[config.mk]
export PLATFORM = sky130hd
export DESIGN_NAME = param_hash_engine
export DESIGN_NICKNAME = d
export VERILOG_FILES = /design/src/rtl/hash_pkg.sv /design/src/rtl/hash_round_core.sv /design/src/rtl/param_hash_engine.sv
export SDC_FILE = /design/constraint.sdc
export NUM_CORES = 1
export LEC_CHECK = 0
export ABC_CLOCK_PERIOD_IN_PS = 8200
export CORE_MARGIN = 2
export CORE_UTILIZATION = 59
export CTS_BUF_LIST = sky130_fd_sc_hd__clkbuf_16
export CTS_CLUSTER_DIAMETER = 150
export DETAILED_ROUTE_END_ITERATION = 10
export GPL_TIMING_DRIVEN = 0
export PLACE_DENSITY = 0.81
export RECOVER_POWER = 50
export SLEW_MARGIN = 20
export SYNTH_ARGS = -nofsm -noshare
export SYNTH_HDL_FRONTEND = slang
export SYNTH_SLANG_ARGS = --single-unit
[constraint.sdc]
create_clock -name clk -period 8.2 [get_ports clk]
set_clock_uncertainty 0.15 [all_clocks]
set_input_delay 1.64 -clock clk [delete_from_list [all_inputs] [get_ports clk]]
set_output_delay 1.64 -clock clk [all_outputs]
set_load 0.05 [all_outputs]
[src/rtl/hash_pkg.sv]
// Shared types, default constants and round function for param_hash_engine.
// The rotl/add/xor round is written once here and reused by datapath and bench.
package hash_pkg;

  typedef enum logic [1:0] {
    IDLE   = 2'd0,
    ABSORB = 2'd1,
    FINAL  = 2'd2,
    DONE   = 2'd3
  } hash_state_t;

  localparam int HASH_MAX_W = 64;

  localparam logic [31:0] HASH_IV  = 32'h6A09E667;
  localparam logic [31:0] HASH_RC  = 32'h9E3779B9;
  localparam int          HASH_ROT = 5;

  // One round at width w (w <= HASH_MAX_W): rotl(h + m, rot) ^ rc, mod 2^w.
  function automatic logic [HASH_MAX_W-1:0] hash_round(
    input logic [HASH_MAX_W-1:0] h,
    input logic [HASH_MAX_W-1:0] m,
    input int                    w   = 32,
    input int                    rot = HASH_ROT,
    input logic [HASH_MAX_W-1:0] rc  = HASH_MAX_W'(HASH_RC)
  );
    logic [HASH_MAX_W-1:0] mask;
    logic [HASH_MAX_W-1:0] s;
    logic [HASH_MAX_W-1:0] r;
    if (w >= HASH_MAX_W) mask = '1;
    else mask = (HASH_MAX_W'(1) << w) - HASH_MAX_W'(1);
    s = (h + m) & mask;
    r = ((s << rot) | (s >> (w - rot))) & mask;
    return (r ^ rc) & mask;
  endfunction

endpackage

[src/rtl/hash_round_core.sv]
// Combinational round datapath: next H from current H and one message word.
// Message word is zero-extended to the digest width before the add.
module hash_round_core
  import hash_pkg::*;
#(
  parameter int                  DATA_W   = 8,
  parameter int                  DIGEST_W = 32,
  parameter int                  ROT      = HASH_ROT,
  parameter logic [DIGEST_W-1:0] RC       = DIGEST_W'(HASH_RC)
) (
  input  logic [DIGEST_W-1:0] h,
  input  logic [DATA_W-1:0]   m,
  output logic [DIGEST_W-1:0] h_next
);

  assign h_next = DIGEST_W'(hash_round(
    HASH_MAX_W'(h), HASH_MAX_W'(m), DIGEST_W, ROT, HASH_MAX_W'(RC)));

endmodule

[src/rtl/param_hash_engine.sv]
// Streaming length-prefixed hash core with held digest output.
// Optional HASH_CHAIN_EN adds chain_i to seed H from the previous digest.
module param_hash_engine
  import hash_pkg::*;
#(
  parameter int                  DATA_W   = 8,
  parameter int                  DIGEST_W = 32,
  parameter int                  LEN_W    = 64,
  parameter int                  ROT      = HASH_ROT,
  parameter logic [DIGEST_W-1:0] IV       = DIGEST_W'(HASH_IV),
  parameter logic [DIGEST_W-1:0] RC       = DIGEST_W'(HASH_RC)
) (
  input  logic                clk,
  input  logic                rst,
  input  logic                start_i,
`ifdef HASH_CHAIN_EN
  input  logic                chain_i,
`endif
  input  logic [LEN_W-1:0]    len_i,
  input  logic                msg_valid_i,
  input  logic [DATA_W-1:0]   msg_i,
  output logic                msg_ready_o,
  output logic                busy_o,
  output logic                digest_valid_o,
  output logic [DIGEST_W-1:0] digest_o,
  input  logic                digest_ack_i
);

  hash_state_t         state;
  logic [DIGEST_W-1:0] h;
  logic [DIGEST_W-1:0] h_rnd;
  logic [DIGEST_W-1:0] h_init;
  logic [DIGEST_W-1:0] h_fin;
  logic [DIGEST_W-1:0] digest;
  logic [LEN_W-1:0]    cnt;
  logic [LEN_W-1:0]    len_q;
  logic                msg_ready;
  logic                busy;
  logic                digest_valid;

  hash_round_core #(
    .DATA_W  (DATA_W),
    .DIGEST_W(DIGEST_W),
    .ROT     (ROT),
    .RC      (RC)
  ) u_round (
    .h     (h),
    .m     (msg_i),
    .h_next(h_rnd)
  );

`ifdef HASH_CHAIN_EN
  assign h_init = chain_i ? digest : IV;
`else
  assign h_init = IV;
`endif

  // Length folds in truncated or zero-extended to the digest width.
  assign h_fin = h ^ DIGEST_W'(len_q);

  // Control FSM with registered handshake/status outputs.
  always_ff @(posedge clk or posedge rst) begin
    if (rst) begin
      state        <= IDLE;
      h            <= '0;
      cnt          <= '0;
      len_q        <= '0;
      digest       <= '0;
      msg_ready    <= 1'b0;
      busy         <= 1'b0;
      digest_valid <= 1'b0;
    end else begin
      unique case (state)
        IDLE: begin
          if (start_i) begin
            len_q <= len_i;
            h     <= h_init;
            cnt   <= '0;
            busy  <= 1'b1;
            if (len_i == '0) begin
              state <= FINAL;
            end else begin
              state     <= ABSORB;
              msg_ready <= 1'b1;
            end
          end
        end
        ABSORB: begin
          if (msg_valid_i) begin
            h   <= h_rnd;
            cnt <= cnt + LEN_W'(1);
            if (cnt == len_q - LEN_W'(1)) begin
              state     <= FINAL;
              msg_ready <= 1'b0;
            end
          end
        end
        FINAL: begin
          h      <= h_fin;
          digest <= h_fin;
          state  <= DONE;
        end
        DONE: begin
          if (!digest_valid) begin
            digest_valid <= 1'b1;
          end else if (digest_ack_i) begin
            digest_valid <= 1'b0;
            busy         <= 1'b0;
            state        <= IDLE;
          end
        end
        default: state <= IDLE;
      endcase
    end
  end

  assign msg_ready_o    = msg_ready;
  assign busy_o         = busy;
  assign digest_valid_o = digest_valid;
  assign digest_o       = digest;

endmodule
==> impl_metrics.toml <==
[outcome]
violations = "max-capacitance violations, max-slew violations"
outcome = "finished, violations left"

[timing]
fin_crit_sh_pct = 65.5
fmax_mhz = 186
setup_violations = 0
worst_pin_slew_ns = 4.44
fin_crit_ns = 5.37
slew-limit-headroom_pct = -198
rsz0062_at_grt = "false"
finalMaxSlewViolations = 100
hold_violations = 0
setup_slack_ns = 2.83

[synth]
async_flop_share_pct = 100
netlist_area_sq_mm = 0.0126
syn_avg_cell_area_sq_um = 9.18
synth_seq_cells = 197
synth_edf_count = 0
ys.warnings.count = 0
synth_seq_area_share_pct = 39.2
netlist-cell-type-count = 80
syn-num-nets = 1463
syn_inst = 1370
synth_ff_type = "dfrtp_1"

[clock_network]
clkTransAtPathRegs_ns = 0.08
numCtsBuffers = 17
cts_resized = 0
numClockSinks = 197
clock_latency_ns = 0.45
cts-root-buf = "clkbuf_16"
clockBufferDepth = 2
htree_levels = 4
cts_hold_buf = 0
post-cts-setup-buffer-count = 0
tritoncts = "built"

[drt]
wirelength_mm = 37.2
drt_iter0_markers = 815
vias_per_cell = 6.41
antenna_left = 0
drt_first_pass_iters = 7
routedWlPerCell_um = 20.8
vias = 11500
route.detailed.drc = 0

[worst_hold_path]
min_path_type = "flop to flop"

[place]
hpwl_mm = 27.6
dpl_worst_slack_ns = 2.51
globalplace.congestion = 0.973
io_buffers = 111

[power]
power_leakage_uw = 0.00575
power.total_uw = 5500
power_density_mw_per_mm2 = 376
vdd_drop_max_uv = 204

[cells_and_area]
fillCellCount = 1659
nNetsFinal = 1594
antennaDiodeCount = 0
area_growth_pct = 16.5
final_util_pct = 69.9
layout_common_cells = "dfrtp_1 (197), nor2_1 (133), xnor2_1 (122)"
mostFrequentLayoutCell = "dfrtp_1"
drive_gt1_share_pct = 10.6

[setup_path]
crit_fanout = 8
critPathKind = "primary input to flop"
critPathBufInv = 1
cp_top_family = "simple AND/OR/NAND/NOR gates"
cp.arrival_ns = 5.55
max_stage_delay_ns = 0.91
cp-start-kind = "primary input"
worstPathCellList = "clkdlybuf4s50_1 -> nand2b_1 -> nor4bb_1 -> and3_1 -> nand3_1 -> nor4_1 -> and2_1 -> nand4_1 -> xor2_1 -> nor2_1"
crit_required_ns = 8.38
crit_path_end_kind = "flop"
cpMaxStageDelayCell = "nor4_1"

[floorplanning]
placementRows = 53
die_area_sq_mm = 0.0225
fp.coreArea_sq_mm = 0.0210
start_util_pct = 60.0
design.portCount = 112
die_w_um = 150
die_h_um = 150

[grt]
grt_usage_pct = 33.8
grt_pass1_wl_mm = 59.0
grt_max_degree = 101
grt_pass1_vias = 11200
overflow = 0
antenna_found_initial = 0

[flow_run]
cap_viol_max_count = 1
## through the flow
stage / TNS (ns) / hold slack, ns / std cells / cell area (sq um)
global placement: -306.28 / 0.352 / 1756 / 14000
global route: 0 / 0.405 / 1789 / 14700
finish: 0 / 0.378 / 1789 / 14700
floorplan: 0 / 0.351 / 1370 / 12600
detailed placement: 0 / 0.363 / 1757 / 14100
CTS: 0 / 0.381 / 1789 / 14700
## worst paths after layout
kind | to | depth (start not counted) | slack [ns] | start
setup / recovery | cnt[56] | 10 | 2.83 | start_i
hold / removal | digest_o[6] | 2 | 0.38 | digest_o[6]
setup reg to reg | cnt[56] | 12 | 3.41 | state[1]
hold reg to reg | digest_o[6] | 2 | 0.38 | digest_o[6]
max in group asynchronous | digest_o[21] | 2 | 3.08 | rst
min in group asynchronous | cnt[42] | 2 | 2.82 | rst
## state kept, by name, indices dropped and copies added, names as in the netlist
signal,count
len_q,64
digest_valid_o,1
state,2
cnt,64
h,32
msg_ready_o,1
busy_o,1
digest_o,32
## routing by layer
layer  track usage, %  up-vias  share of wire, %
met5                0        -                 0
met4             18.8        0               5.4
met3             5.49      145               7.0
met2             57.2      553                49
met1             41.2     5555                38
li1                 -     5219                 -
## worst min-delay path, delay by kind of cell, from the launching register on
kind	cells	cell delay, ns
DFF	1	0.35
AOI/OAI and AO/OA	1	0.10
and+or+nand+nor	1	0.04
## where the power goes
group / leakage [uW] / internal (uW) / switching [uW]
combinational: 0.00301 / 1160 / 1830
clock: 0.000293 / 435 / 426
sequential: 0.00245 / 1310 / 356
## logic make-up after synthesis
logic type,share of synthesized area (%)
simple gates,23.1
compound gates,12.2
flops,39.2
xor+xnor,13.0
buf+inv,4.64
mux,6.27
fa+ha+maj,1.65
## area by class of cell
type                       count  area (sq um)  area share [%]
inverter                      47           178            1.21
multi-input combinational   1044          7070            48.2
buffer                        82           408            2.78
timing repair buffer         112          1140            7.77
sequential                   197          4930            33.6
clock inverter                15           165            1.13
clock buffer                  17           425            2.90
tap                          275           344            2.35
## cell usage after synthesis, types with 5 or more instances
library cell | count | area share (%)
dfrtp_1 | 197 | 39
nor2_1 | 133 | 4.0
xnor2_1 | 122 | 8.5
a21oi_1 | 81 | 3.2
nand2_1 | 77 | 2.3
mux2_2 | 66 | 5.9
xor2_1 | 64 | 4.5
o21ai_0 | 61 | 2.4
clkbuf_1 | 56 | 1.7
nand3_1 | 53 | 2.1
nor3_1 | 50 | 2.0
nor4_1 | 48 | 2.4
inv_1 | 47 | 1.4
nand4_1 | 42 | 2.1
and3_1 | 19 | 0.94
or3_1 | 19 | 0.94
ha_1 | 15 | 1.5
o22ai_1 | 14 | 0.70
a31oi_1 | 11 | 0.55
nand2b_1 | 11 | 0.55
or4_1 | 11 | 0.66
buf_2 | 10 | 0.40
a221oi_1 | 8 | 0.56
and4_1 | 8 | 0.56
o31ai_1 | 8 | 0.48
a211oi_1 | 6 | 0.36
clkbuf_8 | 6 | 0.66
nor3b_1 | 6 | 0.36
a221o_1 | 5 | 0.40
a31o_2 | 5 | 0.35
buf_1 | 5 | 0.15
nand3b_1 | 5 | 0.30
nor2b_1 | 5 | 0.25
nor4b_1 | 5 | 0.35
o31a_1 | 5 | 0.35
(Power assumes the default switching activity.)
